## config.mk

```make
export PLATFORM = sky130hd
export DESIGN_NAME = m_extension_unit
export DESIGN_NICKNAME = d
export VERILOG_FILES = /design/src/rtl/m_extension_unit.sv
export SDC_FILE = /design/constraint.sdc
export NUM_CORES = 1
export LEC_CHECK = 0
export ABC_AREA = 1
export CAP_MARGIN = 20
export CORE_UTILIZATION = 30
export DETAILED_ROUTE_END_ITERATION = 8
export GPL_ROUTABILITY_DRIVEN = 0
export HOLD_SLACK_MARGIN = 0.08
export PLACE_DENSITY = 0.49
export RECOVER_POWER = 25
export SKIP_CTS_REPAIR_TIMING = 1
export SLEW_MARGIN = 20
export SYNTH_ARGS = -nofsm -noshare
export SYNTH_HDL_FRONTEND = slang
export SYNTH_SLANG_ARGS = --single-unit
```

## constraint.sdc

```tcl
create_clock -name clk -period 3.4 [get_ports clk]
set_input_delay 0.51 -clock clk [delete_from_list [all_inputs] [get_ports clk]]
set_output_delay 0.51 -clock clk [all_outputs]
set_load 0.02 [all_outputs]
```

## src/rtl/m_extension_unit.sv

```systemverilog
// Iterative RV32M multiply/divide unit: radix-2 shift-add multiply and restoring divide,
// one bit per cycle. The result, destination and write enable are returned on a single-cycle ready pulse.
module m_extension_unit (
    input  logic        clk,
    input  logic        rst,
    input  logic        start,
    input  logic [31:0] instruction,
    input  logic        invalid_inst,
    input  logic [31:0] op1,
    input  logic [31:0] op2,
    output logic        busy,
    output logic        ready,
    output logic        wr,
    output logic [31:0] result,
    output logic [4:0]  dest
);

    typedef enum logic [2:0] {
        S_IDLE = 3'd0,
        S_PREP = 3'd1,
        S_CALC = 3'd2,
        S_FIX  = 3'd3,
        S_DONE = 3'd4
    } state_t;

    state_t      r_state;
    logic [31:0] r_op1;
    logic [31:0] r_op2;
    logic [2:0]  r_func3;
    logic [4:0]  r_rd;
    logic [63:0] r_acc;
    logic [31:0] r_mcand;
    logic [4:0]  r_cnt;
    logic        r_busy;
    logic        r_ready;
    logic        r_wr;
    logic [31:0] r_result;
    logic [4:0]  r_dest;

    logic        w_accept;
    logic        w_unused;
    logic        w_is_div;
    logic        w_op1_neg;
    logic        w_op2_neg;
    logic        w_neg_result;
    logic [31:0] w_mag1;
    logic [31:0] w_mag2;
    logic        w_div_zero;
    logic        w_overflow;
    logic [31:0] w_special_val;
    logic [32:0] w_mul_sum;
    logic [32:0] w_div_sh;
    logic [32:0] w_div_diff;
    logic [63:0] w_step_acc;
    logic [63:0] w_mul_fix;
    logic [31:0] w_div_sel;
    logic [31:0] w_fix_val;

    assign w_accept = (r_state == S_IDLE) && start && !invalid_inst
                   && (instruction[6:0] == 7'b0110011)
                   && (instruction[31:25] == 7'b0000001);
    assign w_unused = ^instruction[24:15];

    // MUL takes the unsigned path: its low word is identical for either signedness.
    assign w_is_div  = r_func3[2];
    assign w_op1_neg = r_op1[31] && ((r_func3 == 3'b001) || (r_func3 == 3'b010)
                                  || (r_func3 == 3'b100) || (r_func3 == 3'b110));
    assign w_op2_neg = r_op2[31] && ((r_func3 == 3'b001) || (r_func3 == 3'b100)
                                  || (r_func3 == 3'b110));
    assign w_neg_result = (w_is_div && r_func3[1]) ? w_op1_neg : (w_op1_neg ^ w_op2_neg);
    assign w_mag1 = w_op1_neg ? (32'd0 - r_op1) : r_op1;
    assign w_mag2 = w_op2_neg ? (32'd0 - r_op2) : r_op2;

    assign w_div_zero = w_is_div && (r_op2 == 32'd0);
    assign w_overflow = w_is_div && !r_func3[0] && (r_op1 == 32'h8000_0000)
                     && (r_op2 == 32'hFFFF_FFFF);

    // Special-case result selection
    always_comb begin
        w_special_val = 32'd0;
        if (w_div_zero) begin
            w_special_val = r_func3[1] ? r_op1 : 32'hFFFF_FFFF;
        end else begin
            w_special_val = r_func3[1] ? 32'd0 : 32'h8000_0000;
        end
    end

    // Multiply: acc = {partial, multiplier}. Divide: acc = {remainder, dividend/quotient}.
    assign w_mul_sum  = {1'b0, r_acc[63:32]} + (r_acc[0] ? {1'b0, r_mcand} : 33'd0);
    assign w_div_sh   = r_acc[63:31];
    assign w_div_diff = w_div_sh - {1'b0, r_mcand};

    // One iteration of the active algorithm
    always_comb begin
        w_step_acc = r_acc;
        if (w_is_div) begin
            if (!w_div_diff[32]) begin
                w_step_acc = {w_div_diff[31:0], r_acc[30:0], 1'b1};
            end else begin
                w_step_acc = {w_div_sh[31:0], r_acc[30:0], 1'b0};
            end
        end else begin
            w_step_acc = {w_mul_sum, r_acc[31:1]};
        end
    end

    assign w_mul_fix = w_neg_result ? (64'd0 - r_acc) : r_acc;
    assign w_div_sel = r_func3[1] ? r_acc[63:32] : r_acc[31:0];

    // Final sign correction and word selection
    always_comb begin
        w_fix_val = 32'd0;
        if (w_is_div) begin
            w_fix_val = w_neg_result ? (32'd0 - w_div_sel) : w_div_sel;
        end else if (r_func3 == 3'b000) begin
            w_fix_val = w_mul_fix[31:0];
        end else begin
            w_fix_val = w_mul_fix[63:32];
        end
    end

    // Control FSM with datapath registers and registered outputs
    always_ff @(posedge clk) begin
        if (!rst) begin
            r_state  <= S_IDLE;
            r_op1    <= 32'd0;
            r_op2    <= 32'd0;
            r_func3  <= 3'd0;
            r_rd     <= 5'd0;
            r_acc    <= 64'd0;
            r_mcand  <= 32'd0;
            r_cnt    <= 5'd0;
            r_busy   <= 1'b0;
            r_ready  <= 1'b0;
            r_wr     <= 1'b0;
            r_result <= 32'd0;
            r_dest   <= 5'd0;
        end else begin
            case (r_state)
                S_IDLE: begin
                    r_ready <= 1'b0;
                    r_wr    <= 1'b0;
                    if (w_accept) begin
                        r_op1   <= op1;
                        r_op2   <= op2;
                        r_func3 <= instruction[14:12];
                        r_rd    <= instruction[11:7];
                        r_busy  <= 1'b1;
                        r_state <= S_PREP;
                    end else begin
                        r_busy  <= 1'b0;
                    end
                end
                S_PREP: begin
                    if (w_div_zero || w_overflow) begin
                        r_result <= w_special_val;
                        r_dest   <= r_rd;
                        r_ready  <= 1'b1;
                        r_wr     <= (r_rd != 5'd0);
                        r_state  <= S_DONE;
                    end else begin
                        r_acc   <= w_is_div ? {32'd0, w_mag1} : {32'd0, w_mag2};
                        r_mcand <= w_is_div ? w_mag2 : w_mag1;
                        r_cnt   <= 5'd0;
                        r_state <= S_CALC;
                    end
                end
                S_CALC: begin
                    r_acc <= w_step_acc;
                    r_cnt <= r_cnt + 5'd1;
                    if (r_cnt == 5'd31) begin
                        r_state <= S_FIX;
                    end else begin
                        r_state <= S_CALC;
                    end
                end
                S_FIX: begin
                    r_result <= w_fix_val;
                    r_dest   <= r_rd;
                    r_ready  <= 1'b1;
                    r_wr     <= (r_rd != 5'd0);
                    r_state  <= S_DONE;
                end
                S_DONE: begin
                    r_ready <= 1'b0;
                    r_wr    <= 1'b0;
                    r_busy  <= 1'b0;
                    r_state <= S_IDLE;
                end
                default: begin
                    r_busy  <= 1'b0;
                    r_ready <= 1'b0;
                    r_wr    <= 1'b0;
                    r_state <= S_IDLE;
                end
            endcase
        end
    end

    assign busy   = r_busy;
    assign ready  = r_ready;
    assign wr     = r_wr;
    assign result = r_result;
    assign dest   = r_dest;

endmodule

```

==> impl_metrics.yaml, run 1 <==
die:
  core_sq_mm: 0.0675
  start_util_pct: 30.5
  core.rowCount: 95
  dieArea_sq_mm: 0.0696
  die_x_microns: 264
  die_h_microns: 264
  io_pins: 140
setup_path:
  endpoint_kind: "flop"
  cp.required_ns: 3.90
  cp_num_buf_inv: 3
  path_common_cell: "nand2_1"
  worstReg2RegStart: "r_acc[32]"
  critPathMaxFanout: 8
  crit_chain: "inv_1, fa_1, inv_1, nand2_1, nand2_1, nand3_1, nand2_1, nand2_1, nand2_1, nand2_1, nand2_1, nand2_1, nand2_2, buf_4, nand3_1, nand3_1, nand2_1, a21oi_1"
  start_kind: "flop"
  r2r_cells: 18
  max_stage_delay_ns: 0.51
  cp_top_family: "simple AND/OR/NAND/NOR gates"
  crit_type: "flop to flop"
  arrival_ns: 3.59
  reg2reg_to: "r_acc[59]"
  slowest_stage: "dfxtp_1"
  worst-r2r-setup-slack_ns: 0.30
timing:
  final-max-slew-violation-count: 0
  relSlewSlack_pct: 24.2
  timing.final.ws_setup_ns: 0.303
  setup_viol: 0
  skew_ns: 0.0483
  worst_slew_pin_slew_ns: 1.14
  rsz0062_at_grt: "false"
  max_freq_mhz: 323
  period_share_pct: 91.1
  final.min_clock_period_ns: 3.10
  setup_tns_ns: 0
  hold_violations: 0
worst_hold_path:
  min-delay-start: "rst"
  hold_path_class: "input pin to flop"
  hold_depth: 3
  hold_end: "r_acc[19]"
logic_synthesis:
  synth_ff_type: "dfxtp_1"
  synth_fa_ha_area_share_pct: 4.51
  ys_seq_area_share_pct: 21.0
  ys_ff_latch: 216
  yosysTopAreaCell: "dfxtp_1"
  syn_inst: 3714
  syn_avg_cell_area_sq_um: 5.54
  synth-simple-area-share_pct: 41.0
  syn-num-nets: 3887
  synth_cell_types: 47
  synth_compound_area_share_pct: 18.7
  synth_mux_area_share_pct: 0
  synth_edf_count: 0
  synth.area.top_cells: "dfxtp_1, nand2_1, nand3_1"
  async_reset_ff_share_pct: 0
  synth.top_cell.area_share_pct: 21.0
  syn_area_sq_mm: 0.0206
  synth_xor_xnor_area_share_pct: 3.02
  synth_top_family_by_area: "simple AND/OR/NAND/NOR gates"
  yosys_warnings: 0
cells_and_area:
  drive_gt1_share_pct: 5.45
  fillCellCount: 7728
  nets: 4001
  syn_to_final_growth_pct: 17.5
  antenna_cells: 0
routing:
  routed_wl_microns: 98000
  drtPass1Iterations: 6
  wire_per_inst_microns: 20.7
  routed_via_density: 5.28
  drtIter0Drc: 2575
  drc: 0
  num_vias: 24934
  ant_nets: 0
power_and_ir_drop:
  power_leakage_uw: 0.0118
  p_total_uw: 6030
  p_per_area_mw_per_mm2: 249
  ir_worst_vdd_mv: 0.359
placed_design:
  io_buffer_count: 129
  dp_hpwl_microns: 78500
  dp_slack_ns: 0.346
grt:
  use_met2_pct: 43.2
  grt_start_max_net_pins: 114
  grt_most_used_layer: "met2"
  grt-ovfl-total: 0
  grt.total_usage_pct: 27.3
  grt_pass1_wl_microns: 144000
  antenna_found_initial: 0
  first_global_vias: 22823
  met3_usage_pct: 2.98
  met1_usage_pct: 37.4
clocking:
  clk_latency_ns: 0.61
  cts_tree: "built"
  clock-sinks: 216
  cts_root_buffer: "clkbuf_16"
  htreeDepth: 1
  clk_pin_slew_worst_paths_ns: 0.06
  numCtsBuffers: 28
  cts_max_path_buffers: 3
flow_run:
  drv_cap: 0
outcome:
  outcome: "completed"
[cell type report]
| cell class | instances | area, sq um | area share, % |
|---|---|---|---|
| multi-input combinational | 2896 | 13800 | 57.3 |
| sequential | 216 | 4330 | 17.9 |
| timing repair buffer | 241 | 2220 | 9.17 |
| inverter | 445 | 1670 | 6.92 |
| tap | 873 | 1090 | 4.52 |
| clock buffer | 38 | 768 | 3.18 |
| clock inverter | 14 | 248 | 1.02 |
[routing by layer]
metal,part of all wire (%),up-vias
met4,4.7,0
met5,0,-
met3,7.0,177
li1,-,12270
met1,45,11483
met2,44,1004
[worst max-delay path by stage]
stage / cells after the start / end / from
after floorplan: 22 / r_acc[59] / r_acc[0]
after detailed placement: 18 / r_acc[59] / r_acc[32]
after global routing: 15 / result[16] / r_func3[1]
after CTS: 18 / r_acc[59] / r_acc[32]
final: 18 / r_acc[59] / r_acc[32]
after global placement: 18 / r_acc[59] / r_acc[32]
[state kept, by name, indices dropped and copies added (netlist names)]
name     flops
r_mcand     32
r_op1       32
r_op2       32
r_cnt        5
dest         5
wr           1
r_rd         5
busy         1
r_state      3
r_func3      3
r_acc       64
ready        1
result      32
[where the power goes]
group          switching, uW  internal [uW]  leakage (uW)
Sequential            0.0482           2530       0.00174
Combinational           80.2            105       0.00959
Clock                   1270           2040      0.000495
Total                   1350           4680        0.0118
[layout by cell type, fill, tap and decap left out, drive strengths merged, types with 2 or more instances in the layout]
cell type,netlist,layout
nand4,54,54
xor2,57,57
inv,444,444
o211ai,34,34
a21boi,4,4
o21a,5,5
nor3,35,35
nand2,1135,1135
ha,71,71
and2,3,3
nand3b,14,14
a31oi,28,28
o32ai,2,2
nand3,333,333
o31ai,2,2
clkbuf,84,39
a21o,5,5
dfxtp,216,216
nor4,11,11
a21oi,275,275
and3,3,3
or2,8,8
fa,2,2
o21ai,349,349
o21bai,8,8
clkdlybuf4s50,0,128
clkinv,1,8
buf,73,112
o22ai,6,6
bufinv,0,6
a2111oi,2,2
nor2,435,435
xnor2,13,13
[stage by stage]
step / utilization [%] / hold WS [ns] / std cells / area (sq um)
after floorplan: - / 0.444 / 3714 / 20600
after global placement: 34.3 / 0.458 / 4671 / 23200
after detailed placement: 34.3 / 0.463 / 4671 / 23200
after CTS: 35.8 / 0.367 / 4723 / 24200
after global routing: 35.8 / 0.409 / 4723 / 24200
final: 35.8 / 0.397 / 4723 / 24200
[worst min-delay path, cell delays in order]
cell and delay (ns):
buf_4 0.27, nand2_1 0.13, inv_1 0.03
[kinds of logic (layout without fill, tap and decap cells)]
group,count (synthesis),count (layout)
xor gates and xnor gates,70,70
DFF,216,216
and+or+nand+nor,2032,2032
buffers and inverters,602,738
adders and majority gates,73,73
AOI/OAI and AO/OA,721,721
[synthesized netlist by cell type (8+ instances only)]
| master | number |
|---|---|
| xor2_1 | 57 |
| a21oi_1 | 274 |
| nand4_1 | 54 |
| nand3_1 | 329 |
| nand2_2 | 12 |
| o21ai_1 | 31 |
| o21ai_0 | 312 |
| nand2_1 | 1123 |
| o211ai_1 | 34 |
| buf_2 | 31 |
| a31oi_1 | 28 |
| xnor2_1 | 12 |
| dfxtp_1 | 216 |
| buf_4 | 12 |
| nand3b_1 | 14 |
| o21bai_1 | 8 |
| inv_1 | 437 |
| nor3_1 | 34 |
| buf_1 | 20 |
| buf_6 | 10 |
| nor4_1 | 11 |
| clkbuf_1 | 84 |
| ha_1 | 71 |
| nor2_1 | 427 |
Power figures use the tool's default switching activity.
==> run 2, diff against run 1 <==
Settings changed: ABC_CLOCK_PERIOD_IN_PS set to 3400.
==> results of run 2 <==
Final layout, timing and power as in run 1 (identical DEF).
==> run 3, diff against run 2 <==
Settings changed: CORE_ASPECT_RATIO set to 1.25, SLEW_MARGIN 20 to unset.
==> impl_metrics.yaml, run 3 (synthesis results as in run 1) <==
outcome:
  outcome: "completed"
placed_design:
  place_inst: 4643
  io_buffer_count: 129
  dp_hpwl_microns: 80400
  dp_slack_ns: 0.290
timing:
  relSlewSlack_pct: 28.7
  final.min_clock_period_ns: 3.12
  timing.final.ws_setup_ns: 0.283
  worst_slew_pin_slew_ns: 1.07
  final-max-slew-violation-count: 0
  hold_violations: 0
  max_freq_mhz: 321
  setup_viol: 0
  hold-worst-slack_ns: 0.469
  skew_ns: 0.0409
  period_share_pct: 91.7
  setup_tns_ns: 0
clocking:
  numCtsBuffers: 27
  cts_max_path_buffers: 3
  cts_root_buffer: "clkbuf_16"
  htreeDepth: 1
  cts_tree: "built"
  clock-sinks: 216
  clk_latency_ns: 0.60
  clk_pin_slew_worst_paths_ns: 0.07
grt:
  grt.total_usage_pct: 28.0
  grt-ovfl-total: 0
  grt_start_max_net_pins: 91
  first_global_vias: 23782
  antenna_found_initial: 2
  grt_pass1_wl_microns: 147000
routing:
  wire_per_inst_microns: 21.2
  routed_wl_microns: 99600
  num_vias: 24715
  routed_via_density: 5.27
  ant_nets: 0
  drtPass1Iterations: 5
  drc: 0
  drtIter0Drc: 2163
worst_hold_path:
  min-delay-start: "r_cnt[4]"
  hold_end: "r_cnt[4]"
  hold_depth: 2
  hold_path_class: "flop to flop"
setup_path:
  endpoint_kind: "flop"
  r2r_cells: 19
  critPathMaxFanout: 16
  reg2reg_to: "r_acc[59]"
  cp.required_ns: 3.89
  worstReg2RegStart: "r_acc[31]"
  crit_type: "flop to flop"
  worst-r2r-setup-slack_ns: 0.28
  arrival_ns: 3.61
  start_kind: "flop"
cells_and_area:
  utilization_pct: 35.0
  fin_cells: 4692
  largest_register: "r_acc"
  antenna_cells: 0
  syn_to_final_growth_pct: 15.7
  fillCellCount: 7995
  largest_register_ff_count: 64
  nets: 3973
  final_common_cell: "nand2_1"
  drive_gt1_share_pct: 4.76
  layout_common_cells: "nand2_1, inv_1, nor2_1"
power_and_ir_drop:
  internal-power_uw: 4280
  power_leakage_uw: 0.0117
  power_frac_clock_pct: 52.1
  p_per_area_mw_per_mm2: 238
  pwr-share-comb_pct: 3.2
  power.switching_uw: 1380
  switching_share_pct: 24.4
  ir_worst_vdd_mv: 0.373
  seqPwrFrac_pct: 44.6
die:
  io_pins: 140
  core.rowCount: 107
  die_h_microns: 295
  dieArea_sq_mm: 0.0696
  core_sq_mm: 0.0680
  die_x_microns: 236
  start_util_pct: 30.2
flow_run:
  drv_cap: 0
run 3: changes by cell type in the layout (fill, tap and decap cells not counted), sizes merged:
cell / previous run / this run
clkdlybuf4s50: 128 / 90
dlygate4sd3: 0 / 38
buf: 112 / 84
bufinv: 6 / 1
clkinvlp: 1 / 3
inv: 444 / 445
run 3: worst max-delay path by stage:
stage	from	endpoint	cells past startpoint	slack [ns]
after detailed placement	r_acc[31]	r_acc[59]	19	0.29
after global routing	r_acc[31]	r_acc[33]	18	-0.003
after floorplan	r_acc[0]	r_acc[59]	22	0.86
final	r_acc[31]	r_acc[59]	19	0.28
after CTS	r_acc[31]	r_acc[59]	19	0.24
after global placement	r_acc[31]	r_acc[59]	19	0.34
run 3: layout make-up:
class                      instances  area (sq um)  area share, %
multi-input combinational       2896         13800           58.2
sequential                       216          4330           18.2
clock buffer                      37           763           3.21
inverter                         445          1670           7.03
tap                              872          1090           4.59
timing repair buffer             214          1990           8.36
clock inverter                    12           111          0.468
run 3: power groups by stage:
stage / clock network [uW] / registers [uW] / logic, uW
after global routing: 3080 / 2530 / 198
final: 2950 / 2530 / 182
after floorplan: 0 / 2590 / 52.3
after CTS: 3000 / 2530 / 185
after detailed placement: 0 / 2590 / 184
after global placement: 0 / 2590 / 184
run 3: worst max-delay path: stages, from the launching register on:
cell and delay, ns:
dfxtp_1 0.42, inv_1 0.11, ha_1 0.27, fa_1 0.41, inv_1 0.13, nand2_1 0.06
nand2_1 0.06, nand3_1 0.07, nand2_1 0.15, nand2_1 0.08, nand2_1 0.13, nand2_1 0.14
nand2_1 0.10, nand2_1 0.07, nand2_2 0.09, buf_4 0.24, nand3_1 0.20, nand3_1 0.11
nand2_1 0.07, a21oi_1 0.11
run 3: stage by stage:
step | total power [uW] | instance area [sq um]
after floorplan | 2640 | 20600
after global placement | 2770 | 22900
after detailed placement | 2770 | 22900
after CTS | 5720 | 23800
after global routing | 5810 | 23800
final | 5670 | 23800
run 3: layer usage:
| metal | track usage, % | part of all wire (%) | up-vias |
|---|---|---|---|
| li1 | - | - | 12219 |
| met1 | 31.8 | 39 | 11426 |
| met2 | 49.0 | 48 | 818 |
| met3 | 2.52 | 4.7 | 250 |
| met4 | 20.7 | 8.4 | 2 |
| met5 | 0 | 0.020 | - |
